`config.mk`:
```
export PLATFORM = sky130hd
export DESIGN_NAME = regbank_write_arbiter
export DESIGN_NICKNAME = d
export VERILOG_FILES = /design/src/rtl/regbank_pkg.sv /design/src/rtl/rr_arbiter2.sv /design/src/rtl/regbank_write_arbiter.sv
export SDC_FILE = /design/constraint.sdc
export NUM_CORES = 1
export LEC_CHECK = 0
export ABC_CLOCK_PERIOD_IN_PS = 1600
export CAP_MARGIN = 15
export CORE_AREA = 2 2 78 80
export DETAILED_ROUTE_END_ITERATION = 16
export DIE_AREA = 0 0 80 82
export GPL_ROUTABILITY_DRIVEN = 0
export PLACE_DENSITY = 0.89
export RECOVER_POWER = 50
export SLEW_MARGIN = 20
export SYNTH_ARGS = -nofsm -noshare
export SYNTH_HDL_FRONTEND = slang
export SYNTH_SLANG_ARGS = --single-unit
```
`constraint.sdc`:
```
create_clock -name clk -period 1.6 [get_ports clk]
set_input_delay 0.4 -clock clk [delete_from_list [all_inputs] [get_ports clk]]
set_output_delay 0.4 -clock clk [all_outputs]
set_load 0.01 [all_outputs]
```
`src/rtl/regbank_pkg.sv`:
```
// ---------------------------------------------------------------------------
// regbank_pkg
//
// Purpose:
//   Shared constants and types for the register-bank write arbiter.
//   - DATA_W / ADDR_W / NUM_REGS give the geometry of the 64x32 bank.
//   - state_t holds the arbiter FSM encoding (CLEAR sequence vs. normal RUN).
//   - RR_A / RR_B name the two requesters for round-robin priority tracking.
//
// Ports: none (package).
// ---------------------------------------------------------------------------
package regbank_pkg;

    localparam int DATA_W   = 32;
    localparam int ADDR_W   = 6;
    localparam int NUM_REGS = 64;

    // CLEAR is the reset state, so it takes the all-zero encoding.
    typedef enum logic {
        ST_CLEAR = 1'b0,
        ST_RUN   = 1'b1
    } state_t;

    // Requester identifiers, used as the value of the round-robin pointer.
    localparam logic RR_A = 1'b0;
    localparam logic RR_B = 1'b1;

endpackage : regbank_pkg

```
`src/rtl/rr_arbiter2.sv`:
```
// ---------------------------------------------------------------------------
// rr_arbiter2
//
// Purpose:
//   Purely combinational two-way round-robin arbiter.
//   A lone requester is always granted and leaves the priority pointer alone.
//   When both request, the side named by rr_pri wins and the pointer flips to
//   the other side so the loser wins the next contested cycle.
//   With enable low nothing is granted and the pointer is held.
//
// Ports:
//   enable       in  1  arbitration allowed this cycle
//   a_valid      in  1  requester A pending
//   b_valid      in  1  requester B pending
//   rr_pri       in  1  current priority holder (RR_A / RR_B)
//   grant_a      out 1  A wins this cycle
//   grant_b      out 1  B wins this cycle
//   rr_pri_next  out 1  priority pointer for the next cycle
// ---------------------------------------------------------------------------
module rr_arbiter2
    import regbank_pkg::*;
(
    input  logic enable,
    input  logic a_valid,
    input  logic b_valid,
    input  logic rr_pri,
    output logic grant_a,
    output logic grant_b,
    output logic rr_pri_next
);

    logic contested;

    always_comb begin
        grant_a     = 1'b0;
        grant_b     = 1'b0;
        rr_pri_next = rr_pri;
        contested   = a_valid && b_valid;

        if (enable) begin
            if (contested) begin
                // Grants are mutually exclusive because rr_pri selects one side.
                grant_a     = (rr_pri == RR_A);
                grant_b     = (rr_pri == RR_B);
                rr_pri_next = (rr_pri == RR_A) ? RR_B : RR_A;
            end else begin
                grant_a = a_valid;
                grant_b = b_valid;
            end
        end
    end

endmodule : rr_arbiter2

```
`src/rtl/regbank_write_arbiter.sv`:
```
// ---------------------------------------------------------------------------
// regbank_write_arbiter
//
// Purpose:
//   Owns the single write port of the register bank. Two writeback sources
//   (A = ALU, B = load/memory) compete for the port through valid/ready
//   handshakes with round-robin priority. After reset, or on a clear_req pulse,
//   the block walks every register and writes zero, one per cycle, during which
//   neither requester is accepted.
//
//   Handshake: a transfer happens in a cycle where valid && ready are both
//   high. ready is combinational and never depends on anything later than the
//   current cycle's valids; a requester holds valid/addr/data stable until it
//   sees the transfer. At most one of a_ready / b_ready is high in any cycle.
//
//   Timing: a transfer in cycle N is registered at the end of N, so
//   EscrReg/RegEscr/datain present it during N+1 and the bank captures it at
//   the end of N+1.
//
// Configuration:
//   REGBANK_ARB_R0_ZERO_EN - when defined, accepted writes to register 0 still
//   handshake but never raise EscrReg, keeping register 0 at zero. The clear
//   sequence still writes register 0.
//
// Ports:
//   clk        in  1       system clock, rising edge
//   reset      in  1       synchronous active-high reset
//   clear_req  in  1       one-cycle pulse, starts a bank clear (ignored in CLEAR)
//   a_valid    in  1       requester A write pending
//   a_addr     in  ADDR_W  requester A target register
//   a_data     in  DATA_W  requester A write data
//   a_ready    out 1       requester A accepted this cycle (with a_valid)
//   b_valid    in  1       requester B write pending
//   b_addr     in  ADDR_W  requester B target register
//   b_data     in  DATA_W  requester B write data
//   b_ready    out 1       requester B accepted this cycle (with b_valid)
//   busy       out 1       high while the clear sequence runs
//   RegEscr    out ADDR_W  bank write address (registered)
//   EscrReg    out 1       bank write enable (registered)
//   datain     out DATA_W  bank write data (registered)
// ---------------------------------------------------------------------------
module regbank_write_arbiter
    import regbank_pkg::*;
#(
    parameter int DATA_W   = regbank_pkg::DATA_W,
    parameter int ADDR_W   = regbank_pkg::ADDR_W,
    parameter int NUM_REGS = regbank_pkg::NUM_REGS
) (
    input  logic              clk,
    input  logic              reset,
    input  logic              clear_req,
    input  logic              a_valid,
    input  logic [ADDR_W-1:0] a_addr,
    input  logic [DATA_W-1:0] a_data,
    output logic              a_ready,
    input  logic              b_valid,
    input  logic [ADDR_W-1:0] b_addr,
    input  logic [DATA_W-1:0] b_data,
    output logic              b_ready,
    output logic              busy,
    output logic [ADDR_W-1:0] RegEscr,
    output logic              EscrReg,
    output logic [DATA_W-1:0] datain
);

    // Counter value of the final clear write.
    localparam logic [ADDR_W-1:0] CLR_LAST = ADDR_W'(NUM_REGS - 1);

    // ------------------------------------------------------------------
    // State
    // ------------------------------------------------------------------
    state_t              state_q, state_d;
    logic [ADDR_W-1:0]   cnt_q,   cnt_d;
    logic                rr_q,    rr_d;
    logic                we_q,    we_d;
    logic [ADDR_W-1:0]   addr_q,  addr_d;
    logic [DATA_W-1:0]   data_q,  data_d;

    // ------------------------------------------------------------------
    // Arbitration
    // ------------------------------------------------------------------
    logic arb_en;
    logic grant_a;
    logic grant_b;
    logic rr_next;
    logic a_wr_en;

    // clear_req beats any simultaneous valid, and a reset cycle accepts
    // nothing so pending requests are dropped rather than half-taken.
    assign arb_en = (state_q == ST_RUN) && !clear_req && !reset;

    rr_arbiter2 u_arb (
        .enable      (arb_en),
        .a_valid     (a_valid),
        .b_valid     (b_valid),
        .rr_pri      (rr_q),
        .grant_a     (grant_a),
        .grant_b     (grant_b),
        .rr_pri_next (rr_next)
    );

    assign a_ready = grant_a;
    assign b_ready = grant_b;
    assign busy    = (state_q == ST_CLEAR);

`ifdef REGBANK_ARB_R0_ZERO_EN
    // Register 0 is hard-wired to zero: A's write to it is acknowledged but
    // never reaches the bank.
    assign a_wr_en = (a_addr != '0);
`else
    assign a_wr_en = 1'b1;
`endif

    // B gets the same treatment as A when the zero-register option is on.
    logic b_wr_en;
`ifdef REGBANK_ARB_R0_ZERO_EN
    assign b_wr_en = (b_addr != '0);
`else
    assign b_wr_en = 1'b1;
`endif

    // ------------------------------------------------------------------
    // Next-state / output-register logic
    // ------------------------------------------------------------------
    always_comb begin
        state_d = state_q;
        cnt_d   = cnt_q;
        rr_d    = rr_next;
        we_d    = 1'b0;
        // Address and data hold across idle cycles; only EscrReg drops.
        addr_d  = addr_q;
        data_d  = data_q;

        unique case (state_q)
            ST_CLEAR: begin
                we_d   = 1'b1;
                addr_d = cnt_q;
                data_d = '0;
                if (cnt_q == CLR_LAST) begin
                    state_d = ST_RUN;
                    cnt_d   = '0;
                end else begin
                    cnt_d = cnt_q + ADDR_W'(1);
                end
            end

            ST_RUN: begin
                if (clear_req) begin
                    // Whatever write is already in the output registers still
                    // reaches the bank at the coming edge; nothing new is issued.
                    state_d = ST_CLEAR;
                    cnt_d   = '0;
                end else if (grant_a) begin
                    we_d   = a_wr_en;
                    addr_d = a_addr;
                    data_d = a_data;
                end else if (grant_b) begin
                    we_d   = b_wr_en;
                    addr_d = b_addr;
                    data_d = b_data;
                end
            end

            default: begin
                state_d = ST_CLEAR;
                cnt_d   = '0;
            end
        endcase
    end

    always_ff @(posedge clk) begin
        if (reset) begin
            state_q <= ST_CLEAR;
            cnt_q   <= '0;
            rr_q    <= RR_A;
            we_q    <= 1'b0;
            addr_q  <= '0;
            data_q  <= '0;
        end else begin
            state_q <= state_d;
            cnt_q   <= cnt_d;
            rr_q    <= rr_d;
            we_q    <= we_d;
            addr_q  <= addr_d;
            data_q  <= data_d;
        end
    end

    assign EscrReg = we_q;
    assign RegEscr = addr_q;
    assign datain  = data_q;

endmodule : regbank_write_arbiter

```
==> Yosys cells after proc, flatten, opt, wreduce, memory -nomap -nowiden <==
Cells that the tools add are included.
{ "totals": {"regBits": 47, "out_inout_bits": 42, "in_bits": 81, "elab_cells": 43} }
{ "op_classes": {"n_bitwise": 2, "reduce_logical": 7, "n_eq_ne": 4, "n_mux": 23, "addsub": 1} }
{ "ops": {"columns": ["cell", "n"], "rows": [
  ["$mux W32", 3],
  ["$pmux W32 S2", 1],
  ["$mux W6", 5],
  ["$pmux W6 S2", 2],
  ["$mux W1", 10],
  ["$add A6 B1 Y6 const B", 1],
  ["$eq A6 B6 Y1 const B", 1],
  ["$ne A2 B2 Y1 const B", 2],
  ["$pmux W1 S2", 2],
  ["$reduce_and A2 Y1", 2],
  ["$logic_and A1 B1 Y1", 3],
  ["$ne A3 B3 Y1 const B", 1],
  ["$logic_not A1 Y1", 2],
  ["$not A1 Y1", 2]
]} }

==> Logic depth before layout (Yosys ltp) <==
Gate-level depths: netlist (run 1).
{ "depth": {"depth_word": 8, "depth_mapped": 6, "mapped_depth_nobuf": 4} }

==> By module <==
From an unflattened synthesis (run 1), not the netlist that was laid out.
{ "unflattened": {"hier_cells": 258, "area_unflattened_um2": 2396.0} }
{ "modules_own_cells": {"columns": ["mod", "area_per_inst_um2", "cells_each", "n_inst", "seq_area_each_um2"], "rows": [
  ["regbank_write_arbiter", 2361.0, 251, 1, 940.9],
  ["rr_arbiter2", 35.0, 7, 1, 0.0]
]} }

==> Worst setup path before layout (run 1) <==
Ideal clock, no wire load.
{ "synth_timing": {"path_kind": "input-to-output", "startpoint": "in clear_req", "endpoint": "out b_ready", "path_buffers": 1, "setup_slack_ps": -4, "path_stages": 3, "arrival_time_ps": 1204, "required_time_ps": 1200, "path_cell_list": "or3b_1 buf_2 nor3_1"} }
{ "synth_via": {"elab_chain_cells": 4} }
{ "synth_rtl": {"columns": ["item", "line", "text"], "rows": [
  ["start, declared", "regbank_write_arbiter.sv:51", "input logic clear_req,"],
  ["$logic_not A1 Y1", "regbank_write_arbiter.sv:90", "assign arb_en = (state_q == ST_RUN) && !clear_req && !reset;"],
  ["$logic_and A1 B1 Y1 (2 in series)", "regbank_write_arbiter.sv:90", null],
  ["$mux W1", "rr_arbiter2.sv:40", "if (enable) begin"],
  ["end, declared", "regbank_write_arbiter.sv:59", "output logic b_ready,"]
]} }
Every way passes these cells.

==> Worst setup path in the final report (run 1) <==
{ "layout_timing": {"startpoint": "reg state_q", "endpoint": "out b_ready"} }
{ "layout_via": {"elab_chain_cells": 3} }
{ "layout_rtl": {"columns": ["item", "line", "text"], "rows": [
  ["start, declared", "regbank_write_arbiter.sv:72", "state_t state_q, state_d;"],
  ["start signal, assigned", "regbank_write_arbiter.sv:180", "state_q <= state_d;"],
  ["$logic_and A1 B1 Y1 (2 in series)", "regbank_write_arbiter.sv:90", null],
  ["$mux W1", "rr_arbiter2.sv:40", null]
]} }
Every way passes these cells.

==> results.sh, run 1 <==
export IMPL_status="complete, but fails checks"
export IMPL_failed_checks="negative setup slack"
export IMPL_cts_sinks=47
export IMPL_start_util_pct=36.1
export IMPL_ys_ff_latch=47
export IMPL_p_leak_nw=1.38
export IMPL_grt_pass1_wl_um=9250
export IMPL_antenna_cells=0
export IMPL_grt_use_total_pct=18.1
export IMPL_ys_top_cells_by_count="47 x dfxtp_1, 37 x mux2i_1, 32 x o2bb2ai_1"
export IMPL_maxCapViolCount=0
export IMPL_cp_required_ps=1200
export IMPL_rsz0062_at_grt="yes"
export IMPL_clk_pin_slew_ps=90
export IMPL_firstDrtPassIters=4
export IMPL_grt_pass1_vias=2122
export IMPL_via_per_inst=5.04
export IMPL_yosys_warnings=0
export IMPL_io_pins=123
export IMPL_maxSlewViolCount=0
export IMPL_ys_async_sr_fraction_pct=0
export IMPL_tritoncts="built"
export IMPL_max_vdd_ir_drop_mv=0.358
export IMPL_regToRegSetupSlack_ps=60
export IMPL_cts_root_buf="clkbuf_8"
export IMPL_syn_area_sq_um=2070
export IMPL_synthXorXnorAreaFrac_pct=0
export IMPL_path_class="register to output pin"
export IMPL_max_slew_margin_rel_pct=75.7
export IMPL_portBuffers=122
export IMPL_worstRegToRegCells=4
export IMPL_dr_first_iter_drc_count=88
export IMPL_synth_edff_count=0
export IMPL_synth_net_count=283
export IMPL_synth_area_mux_share_pct=17.9
export IMPL_avgSynthCellArea_sq_um=10.3
export IMPL_die_w_um=80
export IMPL_yosysUniqueCellTypes=32
export IMPL_antenna_found_initial=0
export IMPL_critPathLaunchType="register"
export IMPL_drt_wl_total_um=6100
export IMPL_insertion_delay_ps=290
export IMPL_post_drt_wl_per_cell_um=15.0
export IMPL_fin_nets=412
export IMPL_crit_path_max_incr_delay_ps=400
export IMPL_fin_worst_skew_ps=4.33
export IMPL_cts_buffer_depth=2
export IMPL_fp_row_count=28
export IMPL_synth_area_leaders="dfxtp_1 45%, mux2i_1 18%, o2bb2ai_1 14%, a21oi_1 1.9%, o211ai_1 1.8%"
export IMPL_syn_to_final_growth_pct=71.0
export IMPL_hold_start="datain[17]"
export IMPL_fmax_ghz=0.578
export IMPL_place_detailed_hpwl_um=4670
export IMPL_grt_start_max_net_pins=31
export IMPL_cts_made_buffers=5
export IMPL_post_cts_buffers=0
export IMPL_yosysMostFrequentCell="dfxtp_1"
export IMPL_final_setup_worst_slack_ps=-132
export IMPL_synth_flop_cell="dfxtp_1"
export IMPL_setup_viol=2
export IMPL_final_cell_area_sq_um=3550
export IMPL_antenna_left=0
export IMPL_hold_depth=1
export IMPL_layout_drive_gt1_share_pct=9.67
export IMPL_hold_path_endpoint="datain[17]"
export IMPL_power_density_nw_per_um2=656
export IMPL_end_kind="output pin"
export IMPL_fin_crit_ps=1730
export IMPL_r2r_end="rr_q"
export IMPL_synth_adder_area_share_pct=0.604
export IMPL_worst_pin_slew_ps=363
export IMPL_synth_compound_area_share_pct=22.6
export IMPL_routed_via_count=2048
export IMPL_cts_hold_fix_buffers=0
export IMPL_design_core_area_sq_um=5750
export IMPL_yosys_area_top_type="dfxtp_1"
export IMPL_synth_top_family_by_area="compound AO/OA/AOI/OAI gates"
export IMPL_cp_cell_sequence="or3b_4, nor3_2, buf_2"
export IMPL_ctsHtreeMaxLevel=2
export IMPL_crit_path_top_delay_cell="or3b_4"
export IMPL_hp_class="register to register"
export IMPL_grt_overflow_total=0
export IMPL_finalHoldViolations=0
export IMPL_dpl_cell_area_sq_um=3480
export IMPL_synth_top_area_share_pct=45.4
export IMPL_crit_arrival_ps=1330
export IMPL_die_area_sq_um=6560
export IMPL_fill_cells=528
export IMPL_die_h_um=82
export IMPL_cp_max_fo=3
export IMPL_min_period_over_period_pct=108
export IMPL_drc=0
export IMPL_yosysSeqAreaShare_pct=45.4
export IMPL_post_route_util_pct=61.7
export IMPL_regToRegStartpoint="state_q"
export IMPL_yosys_area_share_simple_pct=9.11
export IMPL_syn_instance_count=201
cell families (layout without fill, tap and decap cells):
logic type | count (synthesis) | in the layout
flip-flops | 47 | 47
multiplexers | 37 | 37
AND/OR/NAND/NOR | 35 | 35
buffers and inverters | 20 | 150
adder cells (fa/ha/maj) | 1 | 1
AO/OA/AOI/OAI | 61 | 61
cell usage in the layout, fill, tap and decap left out, drive strengths merged, types with 2 or more instances in the layout:
cell | netlist | routed
a21oi | 8 | 8
a31oi | 3 | 3
buf | 9 | 17
clkbuf | 8 | 10
clkdlybuf4s15 | 0 | 2
clkdlybuf4s25 | 0 | 25
clkdlybuf4s50 | 0 | 79
dfxtp | 47 | 47
dlygate4sd2 | 0 | 13
inv | 3 | 3
mux2i | 37 | 37
nand2 | 9 | 9
nand3 | 7 | 7
nand3b | 3 | 3
nand4 | 2 | 2
nor2 | 5 | 5
nor2b | 3 | 3
o211ai | 5 | 5
o21ai | 7 | 7
o2bb2ai | 32 | 32
flip-flops by register name, summed over array words and instances, names as in the netlist:
name and cells:
cnt_q 6, EscrReg 1, datain 32, RegEscr 6, state_q 1, rr_q 1
worst max path at each step:
| stage | start | depth (start not counted) | endpoint |
|---|---|---|---|
| 3_5_place_dp | clear_req | 4 | b_ready |
| 3_3_place_gp | clear_req | 4 | b_ready |
| 5_1_grt | state_q | 3 | b_ready |
| 2_1_floorplan | a_valid | 5 | a_ready |
| 6_report | state_q | 3 | b_ready |
| 4_1_cts | state_q | 3 | b_ready |
metrics by stage:
| step | setup TNS [ps] | hold WS (ps) | setup WS (ps) | power (mW) | instances |
|---|---|---|---|---|---|
| 6_report | -173 | 464 | -132 | 2.33 | 406 |
| 5_1_grt | -597 | 482 | -193 | 2.44 | 406 |
| 4_1_cts | -220 | 468 | -168 | 2.35 | 406 |
| 3_5_place_dp | -16640 | 447 | -806 | 1.62 | 398 |
| 3_3_place_gp | -13900 | 443 | -762 | 1.61 | 398 |
| 2_1_floorplan | 0 | 464 | 41.6 | 1.36 | 201 |
power breakdown:
| part | internal (mW) | switching [mW] | leakage (nW) |
|---|---|---|---|
| clock network | 0.354 | 0.386 | 0.0484 |
| logic | 0.258 | 0.122 | 0.954 |
| registers | 1.19 | 0.0206 | 0.380 |
| total | 1.80 | 0.528 | 1.38 |
critical path: cells and delay by family (launching register included):
family	cells	cell delay, ps
and+or+nand+nor	2	550
DFF	1	340
buffers and inverters	1	150
final cells by class:
cell class                      instances  area [sq um]  share of cell area, %
Clock inverter                          1          8.76                  0.247
Clock buffer                            7          86.3                   2.43
Multi-Input combinational cell        134          1060                   29.8
Timing Repair Buffer                  139          1350                   38.0
Sequential cell                        47           942                   26.6
Inverter                                3          11.3                  0.318
Tap cell                               75          93.8                   2.65
metal layers:
metal,GRT usage [%],wire length [um],share of wire (%),vias up
li1,-,-,-,1011
met1,18.5,2300,38,938
met2,34.3,3230,53,86
met3,5.82,475,7.8,13
met4,6.95,102,1.7,0
met5,0,0,0,-
what timing repair did:
action	CTS	global route
pin swaps	3	1
resized for setup	28	26
endpoints found under the setup margin	44	29
Power figures use the tool's default switching activity.
==> run 2: changes to the inputs <==
CORE_AREA = 2 2 95 97   (was 2 2 78 80)
DIE_AREA = 0 0 97 99   (was 0 0 80 82)
PLACE_DENSITY = 0.67   (was 0.89)
==> results.sh, run 2 (synthesis results as in run 1) <==
export IMPL_die_h_um=99
export IMPL_die_area_sq_um=9600
export IMPL_cp_max_fo=3
export IMPL_final_cell_mix="77 x clkdlybuf4s50_1, 46 x dfxtp_1, 37 x mux2i_1"
export IMPL_final_seq_area_sq_um=942
export IMPL_grt_use_total_pct=13.0
export IMPL_antenna_left=0
export IMPL_drc=0
export IMPL_ctsHtreeMaxLevel=2
export IMPL_intPower_mw=1.74
export IMPL_max_vdd_ir_drop_mv=0.294
export IMPL_rsz0062_at_grt="yes"
export IMPL_worst_pin_slew_ps=306
export IMPL_firstDrtPassIters=4
export IMPL_largest_reg_flops=32
export IMPL_post_place_ws_ps=-800
export IMPL_end_kind="output pin"
export IMPL_portBuffers=122
export IMPL_p_leak_nw=1.36
export IMPL_maxCapViolCount=0
export IMPL_fill_cells=853
export IMPL_place_detailed_hpwl_um=4610
export IMPL_pwr_share_comb_pct=17.1
export IMPL_grt_pass1_wl_um=10300
export IMPL_clk_pin_slew_ps=80
export IMPL_finalPower_mw=2.24
export IMPL_cts_hold_fix_buffers=0
export IMPL_crit_arrival_ps=1320
export IMPL_cts_buffer_depth=2
export IMPL_post_drt_wl_per_cell_um=14.3
export IMPL_routed_via_count=2074
export IMPL_antenna_cells=0
export IMPL_failed_checks="negative setup slack"
export IMPL_status="complete, but fails checks"
export IMPL_io_pins=123
export IMPL_cp_required_ps=1200
export IMPL_syn_to_final_growth_pct=71.6
export IMPL_hold_ws_ps=463
export IMPL_setup_viol=2
export IMPL_cts_root_buf="clkbuf_8"
export IMPL_post_route_util_pct=41.6
export IMPL_grt_overflow_total=0
export IMPL_pwr_share_clk_pct=29.1
export IMPL_grt_start_max_net_pins=33
export IMPL_cts_made_buffers=5
export IMPL_design_core_area_sq_um=8550
export IMPL_tritoncts="built"
export IMPL_seq_power_share_pct=53.8
export IMPL_insertion_delay_ps=290
export IMPL_via_per_inst=4.76
export IMPL_layout_drive_gt1_share_pct=9.45
export IMPL_p_sw_mw=0.503
export IMPL_final_common_cell="clkdlybuf4s50_1"
export IMPL_max_slew_margin_rel_pct=79.3
export IMPL_switching_share_pct=22.4
export IMPL_min_period_over_period_pct=108
export IMPL_path_class="register to output pin"
export IMPL_fin_nets=411
export IMPL_fin_worst_skew_ps=2.89
export IMPL_critPathLaunchType="register"
export IMPL_cts_sinks=47
export IMPL_dr_first_iter_drc_count=60
export IMPL_maxSlewViolCount=0
export IMPL_hp_class="register to register"
export IMPL_fmax_ghz=0.581
export IMPL_drt_wl_total_um=6220
export IMPL_start_util_pct=24.2
export IMPL_finalHoldViolations=0
export IMPL_grt_pass1_vias=2177
export IMPL_final_cells=436
export IMPL_fp_row_count=34
export IMPL_die_w_um=97
export IMPL_fin_crit_ps=1720
export IMPL_place_inst=429
export IMPL_power_density_nw_per_um2=630
export IMPL_multiInputGateArea_sq_um=1050
export IMPL_antenna_found_initial=0
export IMPL_final_setup_worst_slack_ps=-122
run 2: cell count changes in the layout (fill, tap and decap cells not counted), sizes merged:
cell           change
clkdlybuf4s50      -2
dlygate4sd2        -2
clkinv             -1
clkdlybuf4s25      +2
run 2: stage by stage:
step           TNS (ps)  area (sq um)
6_report           -151          3560
5_1_grt            -330          3560
4_1_cts            -260          3560
3_5_place_dp     -15690          3510
3_3_place_gp     -14480          3510
2_1_floorplan         0          2080
run 2: what timing repair did:
item                       4_1_cts  5_1_grt
pin swaps                        3        2
setup endpoints to repair       39       34
cloned                           0        1
resized for setup               24       31
setup buffers                    0        0
hold endpoints to repair         0        0
run 2: worst max-delay path: stages (launching register included):
cell and delay, ps:
dfxtp_2 330, or3b_4 400, nor3_2 160, buf_2 150
run 2: final timing paths:
path              startpoint         end  slack (ps)  depth (start not counted)
setup / recovery     state_q     b_ready        -120                          3
hold / removal     datain[9]   datain[9]         460                          1
setup reg to reg        rr_q  datain[17]         140                          5
hold reg to reg    datain[9]   datain[9]         460                          1
run 2: layout make-up:
cell class | instances | share of cell area, %
Timing Repair Buffer | 138 | 37.8
Multi-Input combinational cell | 134 | 29.5
Sequential cell | 47 | 26.5
Tap cell | 108 | 3.80
Clock buffer | 6 | 2.04
Inverter | 3 | 0.317
run 2: power groups by stage:
| stage | clock (mW) | sequential (mW) | combinational [mW] |
|---|---|---|---|
| floorplan | 0 | 1.23 | 0.138 |
| detailed placement | 0 | 1.23 | 0.386 |
| global route | 0.733 | 1.21 | 0.417 |
| global placement | 0 | 1.23 | 0.378 |
| finish | 0.652 | 1.21 | 0.383 |
| CTS | 0.694 | 1.21 | 0.384 |
run 2: routing by layer:
metal	up-vias	GRT usage [%]	share of wire [%]
met5	-	0	0
met4	0	3.90	0.76
met3	2	4.68	9.0
li1	1012	-	-
met1	965	14.4	42
met2	95	23.3	48
